File: config.mk
export PLATFORM = sky130hd
export DESIGN_NAME = cordic_elemet
export DESIGN_NICKNAME = d
export VERILOG_FILES = /design/src/rtl/cordic_elemet.sv
export SDC_FILE = /design/constraint.sdc
export NUM_CORES = 1
export LEC_CHECK = 0
export BUFFER_PORTS_ARGS = -buffer_cell sky130_fd_sc_hd__buf_2
export CAP_MARGIN = 15
export CORE_ASPECT_RATIO = 1.1
export CORE_MARGIN = 3
export CORE_UTILIZATION = 44
export DETAILED_ROUTE_END_ITERATION = 10
export GPL_TIMING_DRIVEN = 0
export PLACE_DENSITY = 0.77
export SETUP_SLACK_MARGIN = 0.15
export SLEW_MARGIN = 20
export SYNTH_ARGS = -nofsm -noshare
export SYNTH_HDL_FRONTEND = slang
export SYNTH_SLANG_ARGS = --single-unit
File: constraint.sdc
create_clock -name CLK -period 3.8 [get_ports CLK]
set_clock_uncertainty 0.15 [all_clocks]
set_input_delay 0.57 -clock CLK [delete_from_list [all_inputs] [get_ports CLK]]
set_output_delay 0.57 -clock CLK [all_outputs]
set_load 0.05 [all_outputs]
File: src/rtl/cordic_elemet.sv
// One rotation-mode CORDIC micro-rotation stage; chain ORDER=0,1,2,... for a full rotator.
// One CLK of latency, accepts a new input every cycle, no flow control (never stalls).
module cordic_elemet #(
    parameter int                       ADDRESS_WIDTH = 14,
    parameter int                       VALUE_WIDTH   = 14,
    parameter logic [ADDRESS_WIDTH-1:0] e_k           = 14'h3243,
    parameter int                       ORDER         = 0
) (
    input  logic                     CLK,
    input  logic                     RESET_n,
    input  logic [VALUE_WIDTH:0]     x_k,
    input  logic [VALUE_WIDTH:0]     y_k,
    input  logic [ADDRESS_WIDTH:0]   z_k,
    output logic [VALUE_WIDTH:0]     x_k1,
    output logic [VALUE_WIDTH:0]     y_k1,
    output logic [ADDRESS_WIDTH:0]   z_k1
);

    logic [VALUE_WIDTH:0]   x_sh;
    logic [VALUE_WIDTH:0]   y_sh;
    logic [VALUE_WIDTH:0]   x_nxt;
    logic [VALUE_WIDTH:0]   y_nxt;
    logic [ADDRESS_WIDTH:0] e_ext;
    logic [ADDRESS_WIDTH:0] z_nxt;
    logic                   rot_neg;

    // Sign-preserving shifts; shifted-out bits are simply dropped.
    assign x_sh    = $signed(x_k) >>> ORDER;
    assign y_sh    = $signed(y_k) >>> ORDER;
    assign e_ext   = {1'b0, e_k};
    assign rot_neg = z_k[ADDRESS_WIDTH];

    always_comb begin
        x_nxt = x_k - y_sh;
        y_nxt = y_k + x_sh;
        z_nxt = z_k - e_ext;
        if (rot_neg) begin
            x_nxt = x_k + y_sh;
            y_nxt = y_k - x_sh;
            z_nxt = z_k + e_ext;
        end
    end

    // RESET_n is active-high despite its name.
    always_ff @(posedge CLK or posedge RESET_n) begin
        if (RESET_n) begin
            x_k1 <= '0;
            y_k1 <= '0;
            z_k1 <= '0;
        end else begin
            x_k1 <= x_nxt;
            y_k1 <= y_nxt;
            z_k1 <= z_nxt;
        end
    end

endmodule

Word-level counts from Yosys, hierarchy flattened
Index checks and enable logic that the tools add are counted.
Widths: inputs -> output; s select.
- output and inout port bits: 45
- flip-flop bits (word level): 45
- input bits: 47
- word-level logic and storage cells: 11
- $add $sub $neg: 5
- muxes and demuxes: 3
- operators with widths (kind ; number):
    $mux 15 ; 3
    $sub 15x15->15 ; 2
    $add 15x14->15 const B ; 1
    $add 15x15->15 ; 1
    $sub 15x14->15 const B ; 1

Depth between registers and ports, before layout
Gate-level depths: netlist (run 1).
- depth in word-level cells: 2
- gate-level depth with buffers: 10
- gate-level depth less buffers: 10

Worst setup path before layout (run 1)
Ideal clock, no wire load.
- kind: in2reg
- start point: in z_k[14]
- end point: reg z_k1[11]
- data arrival time: 2759 ps
- setup slack: 811 ps
- stages: 10
- buffers on the path: 1
- data required time: 3570 ps
- library setup time: 80 ps
- cells stage by stage: clkinv_1 -> buf_1 -> ha_1 -> o21a_1 -> a211o_1 -> a41o_1 -> nand2_1 -> nand2b_1 -> a21oi_1 -> xnor2_1
- cells in the longest elaborated chain, start to end: 1
- ends and longest elaborated chain (item ; RTL line ; source):
    from (decl) ; 13 ; input logic [ADDRESS_WIDTH:0] z_k,
    $mux 15 ; 37 ; if (rot_neg) begin
    named net z_nxt[11] ; 24 ; logic [ADDRESS_WIDTH:0] z_nxt;
    to (signal assigned) ; 53 ; z_k1 <= z_nxt;
    to (decl) ; 16 ; output logic [ADDRESS_WIDTH:0] z_k1
The timed path passes the listed nets, and every way through them passes these cells.

Final worst setup path (run 1)
Ends and elaborated chain as after synthesis.

==> results of run 1 <==
[final cells by class]
| type | instances | area (µm²) |
|---|---|---|
| clock inverters | 3 | 25.02 |
| fillers | 817 | 3877 |
| flip-flops and latches | 44 | 1101 |
| repair buffers | 92 | 483.0 |
| well taps | 111 | 138.9 |
| inverters | 47 | 180.2 |
| multi-input cells | 327 | 2519 |
| clock buffers | 5 | 68.82 |
| plain buffers | 18 | 102.6 |
[stage by stage]
step	power, µW	hold WS [ns]	setup WS [ns]
detailed placement	1580	0.4470	0.06957
finish	1869	0.1173	0.6600
global placement	1561	0.6327	0.1483
CTS	1876	0.1233	0.3772
global route	1977	0.1432	0.3189
floorplan	1339	0.4794	0.8111
[worst paths after layout]
kind                       startpoint       end  slack (ns)  depth (start not counted)
max                           z_k[14]  z_k1[11]        0.66                         10
min                           RESET_n   y_k1[0]        0.12                          2
min in group CLK               z_k[0]   z_k1[0]        0.33                          2
max in group asynchronous     RESET_n  y_k1[12]        2.91                          3
[routing by layer]
| metal | GRT usage [%] | vias to the layer above |
|---|---|---|
| li1 | - | 1696 |
| met3 | 1.512 | 21 |
| met5 | 0 | - |
| met2 | 31.64 | 136 |
| met1 | 25.07 | 1592 |
| met4 | 5.793 | 0 |
[what timing repair did]
action,4_1_cts,5_1_grt
hold buffers,0,0
resized for setup,0,1
endpoints found under the setup margin,0,2
[logic make-up after synthesis]
family	synth area share (%)
DFF	28.21
and+or+nand+nor	10.97
buffers and inverters	7.246
muxes	2.052
xor gates and xnor gates	8.304
AOI/OAI and AO/OA	22.57
adders and majority gates	20.65
[cell usage after synthesis, drive strengths merged, types with 2 or more instances]
cell | n | area (µm²)
a211oi | 9 | 67.56
nor2b | 8 | 50.05
xor2 | 10 | 87.58
o221ai | 4 | 35.03
buf | 14 | 87.58
a21o | 13 | 97.59
clkbuf | 5 | 18.77
o22ai | 2 | 12.51
inv | 46 | 172.7
and2 | 4 | 27.53
a211o | 4 | 35.03
mux2i | 8 | 80.08
o31ai | 5 | 42.54
ha | 58 | 725.7
nand2 | 15 | 56.30
o21ai | 26 | 130.1
a21oi | 44 | 224.0
xnor2 | 27 | 236.5
o21bai | 3 | 22.52
o211ai | 4 | 30.03
nor2 | 32 | 120.1
dfrtp | 44 | 1101
nand3b | 4 | 30.03
nor3 | 6 | 30.03
or3 | 6 | 37.54
a2111oi | 2 | 42.54
fa | 4 | 80.08
a221oi | 2 | 17.52
nand2b | 4 | 25.02
nand3 | 4 | 20.02
o21a | 7 | 52.55
[report_power, final]
part / switching, µW / internal, µW / leakage [µW] / total (µW)
Combinational: 698 / 284 / 0.00177 / 981
Sequential: 24.5 / 565 / 0.000511 / 590
Clock: 164 / 134 / 0.0000452 / 298
Total: 886 / 983 / 0.00233 / 1870
[flip-flops by register name (all words and copies together) (netlist names)]
name and flops:
x_k1 14, z_k1 15, y_k1 15
==> results.ini, run 1 <==
[drt]
via_per_inst = 5.325
drtAntennaViolNets = 0
dr.pass1.iters = 5
wl_met2_um = 4373
post_drt_wl_per_cell_um = 14.23
drt-met1-wl_um = 4125
vias = 3445
top_layer_used = met4
wl_met3_um = 507
wl_um = 9205
drc = 0
first_iter_violations = 214

[critical_path]
crit_slowest_cell = ha_1
cp_max_fo = 25
cp.required_ns = 3.86
crit_family = compound AO/OA/AOI/OAI gates
arrival_ns = 3.20
crit_type = input port to flip-flop
setup.worst_path.start_class = input port
end_kind = flip-flop
slowest_delay_ns = 0.55
critical_path.cell_chain = buf_2 -> clkinvlp_4 -> ha_1 -> o21a_1 -> a211o_1 -> a41o_1 -> nand2_1 -> nand2b_1 -> a21oi_1 -> xnor2_1
crit_buf_inv = 2

[clock_tree]
clkSinkCount = 44
cts_buffers = 5
cts_setup_buffers = 0
clkTransAtPathRegs_ns = 0.09
htree_levels = 2
clockRootBuffer = clkbuf_8
cts_buffer_depth = 2
cts_tree = done

[yosys]
syn_inst = 437
yosysSeqAreaShare_pct = 28.21
yosys_most_used_dff = dfrtp_1
syn_area_um2 = 3902
synth.avg_cell_area_um2 = 8.930
ys_types = 52
syn_nets = 546
synth_seq_cells = 44
synth_edf_count = 0
yosysWarnings = 0
async_flop_share_pct = 100.0

[placement]
dp_hpwl_um = 7708
gp_congestion = 0.9534
placed_cell_area_um2 = 4524
portBuffers = 91
place_inst = 640

[finish]
layout.cells.most_common = buf_2
final_cell_mix = buf_2, ha_1, inv_1, dfrtp_1, a21oi_1
n_antenna_cell = 0
design_area_um2 = 4618
drive_gt1_share_pct = 22.76
syn_to_final_growth_pct = 18.34
post-route-util_pct = 54.36
finalNonFillerCells = 647
fin_nets = 644

[die]
row_count = 35
start_util_pct = 45.94
pin_count = 92
fp.dieArea_um2 = 10040
die_x_um = 95.80
die_y_um = 104.8
fp.coreArea_um2 = 8496

[global_route]
grtUsageTotal_pct = 18.73
grt_pass1_vias = 3415
grt.overflow.total = 0
grt_max_degree = 27
antenna_found_initial = 0
grt_first_pass_wirelength_um = 15520

[timing]
worst_slew_pin_slew_ns = 0.5803
setup_violations = 0
rsz0062_at_grt = false
clock.fmax_mhz = 318.5
slew_violations = 0
setup_tns_ns = 0
hold_viol = 0
timing.final.crit_share_pct = 82.63
slew_headroom_pct = 61.31
fin_crit_ns = 3.140

[pwr]
leakage_uw = 0.002329
power_density_nw_per_um2 = 404.8
peakVddDrop_uv = 160.4

[hold_path]
hold_path.class = input port to async pin

[status]
status = finished, final reports clean

[job]
drv_cap = 0

No activity file was read; power rests on OpenSTA's default activity.
==> run 2, diff against run 1 <==
--- a/config.mk
+++ b/config.mk
@@ -5,6 +5,7 @@
 export SDC_FILE = /design/constraint.sdc
 export NUM_CORES = 1
 export LEC_CHECK = 0
+export ABC_AREA = 1
 export BUFFER_PORTS_ARGS = -buffer_cell sky130_fd_sc_hd__buf_2
 export CAP_MARGIN = 15
 export CORE_ASPECT_RATIO = 1.1
@@ -12,7 +13,7 @@
 export CORE_UTILIZATION = 44
 export DETAILED_ROUTE_END_ITERATION = 10
 export GPL_TIMING_DRIVEN = 0
-export PLACE_DENSITY = 0.77
+export PLACE_DENSITY = 0.78
 export SETUP_SLACK_MARGIN = 0.15
 export SLEW_MARGIN = 20
 export SYNTH_ARGS = -nofsm -noshare
==> constraint.sdc (replaced) <==
create_clock -name CLK -period 2.55 [get_ports CLK]
set_clock_uncertainty 0.15 [all_clocks]
set_input_delay 0.3825 -clock CLK [delete_from_list [all_inputs] [get_ports CLK]]
set_output_delay 0.3825 -clock CLK [all_outputs]
set_load 0.05 [all_outputs]
==> run 2 against run 1 <==
Critical path depth fell by 1. Cell count rose by 43%. First-iteration DRC count grew 17%. Global-route usage is 0.56 points higher. Clock power grew 140%. Largest cell class unchanged. Clock-buffer cell count is 1 higher.
==> results.ini, run 2 <==
[critical_path]
crit_type = input port to flip-flop
startpoint = z_k[14]
setup.worst_path.start_class = input port
cp_max_fo = 17  ; -32%
end_kind = flip-flop
arrival_ns = 2.26  ; -0.94 ns
cp-endpoint = z_k1[10]
cp.required_ns = 2.56  ; -1.30 ns

[drt]
post_drt_wl_per_cell_um = 12.50  ; -12%
wl_um = 11570  ; +26%
top_layer_used = met4
dr.pass1.iters = 6  ; +1
drtAntennaViolNets = 0  ; unchanged
first_iter_violations = 250  ; +17%
wl_met3_um = 680  ; +34%
vias = 4574  ; +33%
wl_met2_um = 5669  ; +30%
drt-met1-wl_um = 4906  ; +19%
drc = 0  ; unchanged
via_per_inst = 4.945  ; -7.1%

[clock_tree]
cts_buffer_depth = 2  ; unchanged
cts_tree = done
cts_setup_buffers = 0  ; unchanged
cts_buffers = 5  ; unchanged
htree_levels = 2  ; unchanged
clkSinkCount = 44  ; unchanged
clockRootBuffer = clkbuf_16
clkTransAtPathRegs_ns = 0.06  ; -0.03 ns

[pwr]
peakVddDrop_uv = 327.5  ; +100%
power_density_nw_per_um2 = 556.5  ; +37%
leakage_uw = 0.003170  ; +36%

[yosys]
synth_top_cell_by_area = dfrtp_1
syn_inst = 681  ; +56%
ys_types = 40  ; -23%
syn_area_um2 = 4726  ; +21%
yosys_most_used_dff = dfrtp_1
synth_top_area_share_pct = 23.30  ; -4.9 points
ys_top_cells_by_count = nand2_1, inv_1, nand3_1
synth_seq_cells = 44  ; unchanged
synthTopCellsByArea = dfrtp_1, nand2_1, ha_1
syn_nets = 790  ; +45%
yosysWarnings = 0  ; unchanged
async_flop_share_pct = 100.0  ; unchanged
yosysSeqAreaShare_pct = 23.30  ; -4.9 points
yosysMostFrequentCell = nand2_1
synth_edf_count = 0  ; unchanged
synth.avg_cell_area_um2 = 6.939  ; -22%

[finish]
drive_gt1_share_pct = 20.33  ; -2.4 points
final_cell_mix = nand2_1, inv_1, buf_2, nand3_1, ha_1
layout.cells.most_common = nand2_1
syn_to_final_growth_pct = 17.61
reg_top3 = y_k1: 15 flops, z_k1: 15 flops, x_k1: 14 flops
fin_nets = 890  ; +38%
design_area_um2 = 5558  ; +20%
n_antenna_cell = 0  ; unchanged

[die]
fp.coreArea_um2 = 10440  ; +23%
row_count = 39  ; +11%
die_x_um = 104.8  ; +9.4%
start_util_pct = 45.26  ; -0.68 points
pin_count = 92  ; unchanged
die_y_um = 114.7  ; +9.5%
fp.dieArea_um2 = 12020  ; +20%

[timing]
whs_ns = 0.1385  ; +0.02126 ns
fin_crit_ns = 2.250
setup_violations = 0  ; unchanged
slew_violations = 0  ; unchanged
hold_viol = 0  ; unchanged
timing.final.crit_share_pct = 88.23
rsz0062_at_grt = false
slew_headroom_pct = 69.96  ; +8.6 points
worst_slew_pin_slew_ns = 0.4506  ; -0.1297 ns
clock.fmax_mhz = 444.5

[global_route]
grt.overflow.total = 0  ; unchanged
grtUsageTotal_pct = 19.29  ; +0.56 points
grt_max_degree = 28  ; +3.7%
antenna_found_initial = 0  ; unchanged
grt_first_pass_wirelength_um = 19070  ; +23%
grt_pass1_vias = 4278  ; +25%

[placement]
placed_cell_area_um2 = 5380  ; +19%
dp_hpwl_um = 9686  ; +26%
portBuffers = 91  ; unchanged
gp_congestion = 0.9257  ; -2.9%

[hold_path]
hold_depth = 2
hold_path.class = input port to flip-flop

[status]
status = finished, final reports clean

[job]
drv_cap = 0  ; unchanged

run 2: changes by cell type after synthesis, moves of 8 or more:
cell / before / now
nand2_1: 15 / 194
buf_6: 2 / 11
inv_1: 46 / 103
nand4_1: 1 / 13
a211oi_1: 9 / 0
nand3_1: 4 / 69
nand2_2: 0 / 9
o21ai_0: 25 / 13
mux2i_1: 8 / 0
nor2b_1: 8 / 0
nor2_4: 0 / 9
xnor2_1: 27 / 5
run 2: final cells by class:
cell class	instances	area [µm²]
tap	143	178.9
clock buffer	6	128.9
multi-input combinational	510	3053
fill	1078	4885
clock inverter	2	35.03
sequential	44	1101
inverter	109	412.9
buffer	18	162.7
timing repair buffer	93	485.5
run 2: critical path, stage by stage:
cell and delay, ns:
buf_2 0.24, clkinvlp_4 0.24, buf_6 0.23, ha_1 0.35
a21oi_1 0.14, nand2_1 0.11, a21oi_1 0.25, o21ai_1 0.14
xor2_1 0.16
run 2: worst min-delay path by stage:
stage / start / to / slack, ns
3_5_place_dp: RESET_n / x_k1[2] / 0.23
6_report: z_k[0] / z_k1[0] / 0.14
5_1_grt: z_k[0] / z_k1[0] / 0.16
4_1_cts: z_k[0] / z_k1[0] / 0.14
3_3_place_gp: z_k[0] / z_k1[0] / 0.44
2_1_floorplan: z_k[0] / z_k1[0] / 0.29
run 2: timing repair:
item                                   CTS  global route
endpoints found under the hold margin   17             0
setup endpoints to repair                0             1
hold buffers                             1             0
resized for setup                        0             1
run 2: cells by family after synthesis:
family / Yosys count / share of synthesized area [%]
buffers and inverters: 127 / 12.10
AOI/OAI and AO/OA: 82 / 10.41
and+or+nand+nor: 345 / 33.25
DFF: 44 / 23.30
adders and majority gates: 62 / 17.05
xor gates and xnor gates: 21 / 3.892
run 2: metal layers:
metal / global-route usage, % / up-vias
met1: 22.82 / 2048
met5: 0 / -
met2: 35.17 / 144
met3: 2.933 / 22
met4: 7.349 / 0
li1: - / 2360
run 2: power breakdown:
part	internal, µW	total (µW)	leakage, µW	switching, µW
sequential	820	847	0.000517	27.0
combinational	429	1530	0.00257	1100
clock	461	720	0.0000808	260
run 2: stage by stage:
step	instances	setup slack (ns)	utilization [%]	total power, µW	setup TNS [ns]
2_1_floorplan	681	0.5495	-	2020	0
3_3_place_gp	915	-0.05117	51.33	2359	-0.05117
3_5_place_dp	916	-0.05154	51.52	2382	-0.05154
4_1_cts	925	0.2389	53.19	3110	0
5_1_grt	925	0.1809	53.22	3290	0
6_report	925	0.3001	53.22	3093	0
==> run 3, diff against run 2 <==
--- a/config.mk
+++ b/config.mk
@@ -14,6 +14,7 @@
 export DETAILED_ROUTE_END_ITERATION = 10
 export GPL_TIMING_DRIVEN = 0
 export PLACE_DENSITY = 0.78
+export REMOVE_ABC_BUFFERS = 1
 export SETUP_SLACK_MARGIN = 0.15
 export SLEW_MARGIN = 20
 export SYNTH_ARGS = -nofsm -noshare
==> run 3 against run 2 <==
Highest routed layer unchanged. Sequential share of layout area increased by 0.55 points. Critical endpoint unchanged. Clock power increased by 6.8%. Design area decreased by 2.7%. Global-route usage decreased by 0.52 points. Via count decreased by 2.1%. Clock-buffer cell count decreased by 1.
==> results.ini, run 3 (synthesis results as in run 2) <==
[status]
status = finished, final reports clean

[finish]
n_antenna_cell = 0  ; unchanged
fill_cells = 1082  ; +0.37%
layout.cells.most_common = nand2_1
reg_top3 = y_k1: 15 flops, z_k1: 15 flops, x_k1: 14 flops
fin_nets = 872  ; -2.0%
drive_gt1_share_pct = 18.72  ; -1.6 points
post-route-util_pct = 51.80  ; -1.4 points
final_cell_mix = nand2_1, inv_1, buf_2, nand3_1, ha_1
syn_to_final_growth_pct = 14.46

[pwr]
peakVddDrop_uv = 436.0  ; +33%
power_density_nw_per_um2 = 572.0  ; +2.8%
leakage_uw = 0.003083  ; -2.7%
finalPower_uw = 3094  ; about the same

[critical_path]
critical_path.cell_chain = buf_4 -> inv_8 -> ha_1 -> a21oi_1 -> nand2_1 -> a21oi_1 -> o21ai_1 -> xor2_1
cp_num_cells = 8  ; -1
end_kind = flip-flop
startpoint = z_k[14]
cp-endpoint = z_k1[10]
crit_slowest_cell = buf_4
slowest_delay_ns = 0.39  ; +0.04 ns
cp_max_fo = 37  ; +20
setup.worst_path.start_class = input port
cpMostUsedCell = a21oi_1
crit_family = buffers and inverters
crit_type = input port to flip-flop
arrival_ns = 2.18  ; -0.08 ns
cp.required_ns = 2.56  ; about the same
crit_buf_inv = 2  ; -1

[global_route]
grt.overflow.total = 0  ; unchanged
antenna_found_initial = 0  ; unchanged
grt_max_degree = 38  ; +36%
grtUsageTotal_pct = 18.76  ; -0.52 points
grt_first_pass_wirelength_um = 18640  ; -2.2%
grt_pass1_vias = 4183  ; -2.2%

[clock_tree]
cts_tree = done
clkSinkCount = 44  ; unchanged
cts_buffers = 5  ; unchanged
clkTransAtPathRegs_ns = 0.07  ; about the same
cts_buffer_depth = 2  ; unchanged
htree_levels = 2  ; unchanged
clockRootBuffer = clkbuf_16

[die]
row_count = 39  ; unchanged
fp.dieArea_um2 = 12020  ; unchanged
fp.coreArea_um2 = 10440  ; unchanged
pin_count = 92  ; unchanged
die_x_um = 104.8  ; unchanged
start_util_pct = 45.26  ; unchanged
die_y_um = 114.7  ; unchanged

[drt]
drtAntennaViolNets = 0  ; unchanged
via_per_inst = 4.939  ; -0.11%
vias = 4480  ; -2.1%
wl_um = 11250  ; -2.7%
post_drt_wl_per_cell_um = 12.40  ; -0.82%
dr.pass1.iters = 4  ; -2
first_iter_violations = 223  ; -11%
drc = 0  ; unchanged

[hold_path]
min_from = z_k[0]
hold_path.class = input port to flip-flop

[placement]
post-place-ws_ns = -1.363  ; -1.311 ns
gp_congestion = 0.8902  ; -3.8%
portBuffers = 91  ; unchanged
dp_hpwl_um = 9071  ; -6.4%

[timing]
clock.fmax_mhz = 462.1  ; +4.0%
setup_violations = 0  ; unchanged
slew_headroom_pct = 61.24  ; -8.7 points
fin_crit_ns = 2.164  ; -0.08579 ns
setup_ws_ns = 0.3859  ; +0.08579 ns
hold_viol = 0  ; unchanged
timing.final.crit_share_pct = 84.87  ; -3.4 points
slew_violations = 0  ; unchanged
whs_ns = 0.1280  ; -0.01059 ns
rsz0062_at_grt = false
worst_slew_pin_slew_ns = 0.5815  ; +0.1308 ns

[job]
drv_cap = 0  ; unchanged

run 3: changes by cell type in the layout (fill, tap and decap cells not counted), sizes merged:
cell,previous run,this run
buf,109,92
clkbuf,7,5
clkinv,1,0
inv,108,110
run 3: layout make-up:
class / instances / area [µm²] / area share, %
inverter: 109 / 416.7 / 7.703
timing repair buffer: 93 / 488.0 / 9.022
clock buffer: 5 / 125.1 / 2.313
clock inverter: 3 / 46.29 / 0.8559
multi-input combinational: 510 / 3053 / 56.44
tap: 143 / 178.9 / 3.308
sequential: 44 / 1101 / 20.36
run 3: stage by stage:
step	cell area [µm²]	TNS [ns]	instances
floorplan	4563	0	663
global placement	5197	-20.02	897
detailed placement	5218	-20.25	898
CTS	5406	0	907
global route	5409	0	907
finish	5409	0	907
run 3: power breakdown:
group | switching [µW] | internal, µW
Clock | 303 | 467
Sequential | 24.9 | 819
Combinational | 1080 | 399
Total | 1410 | 1680
run 3: metal layers:
| layer | track usage [%] | vias up | share of wire, % |
|---|---|---|---|
| met1 | 23.35 | 2023 | 45 |
| li1 | - | 2320 | - |
| met4 | 3.937 | 0 | 0.81 |
| met2 | 34.57 | 130 | 49 |
| met5 | 0 | - | 0 |
| met3 | 2.594 | 7 | 5.2 |
run 3: how the worst min path moves through the flow:
stage                   end  slack (ns)  cells past startpoint
floorplan           z_k1[0]        0.29                      1
global placement    z_k1[0]        0.44                      2
detailed placement  z_k1[1]        0.27                      2
CTS                 z_k1[0]        0.13                      2
global route        z_k1[0]        0.14                      2
finish              z_k1[0]        0.13                      2
run 3: repair_timing:
action,4_1_cts,5_1_grt
endpoints found under the hold margin,20,0
gates resized for setup,3,1
hold buffers,1,0
setup endpoints to repair,34,6
buffers inserted,0,0
pin swaps,0,0
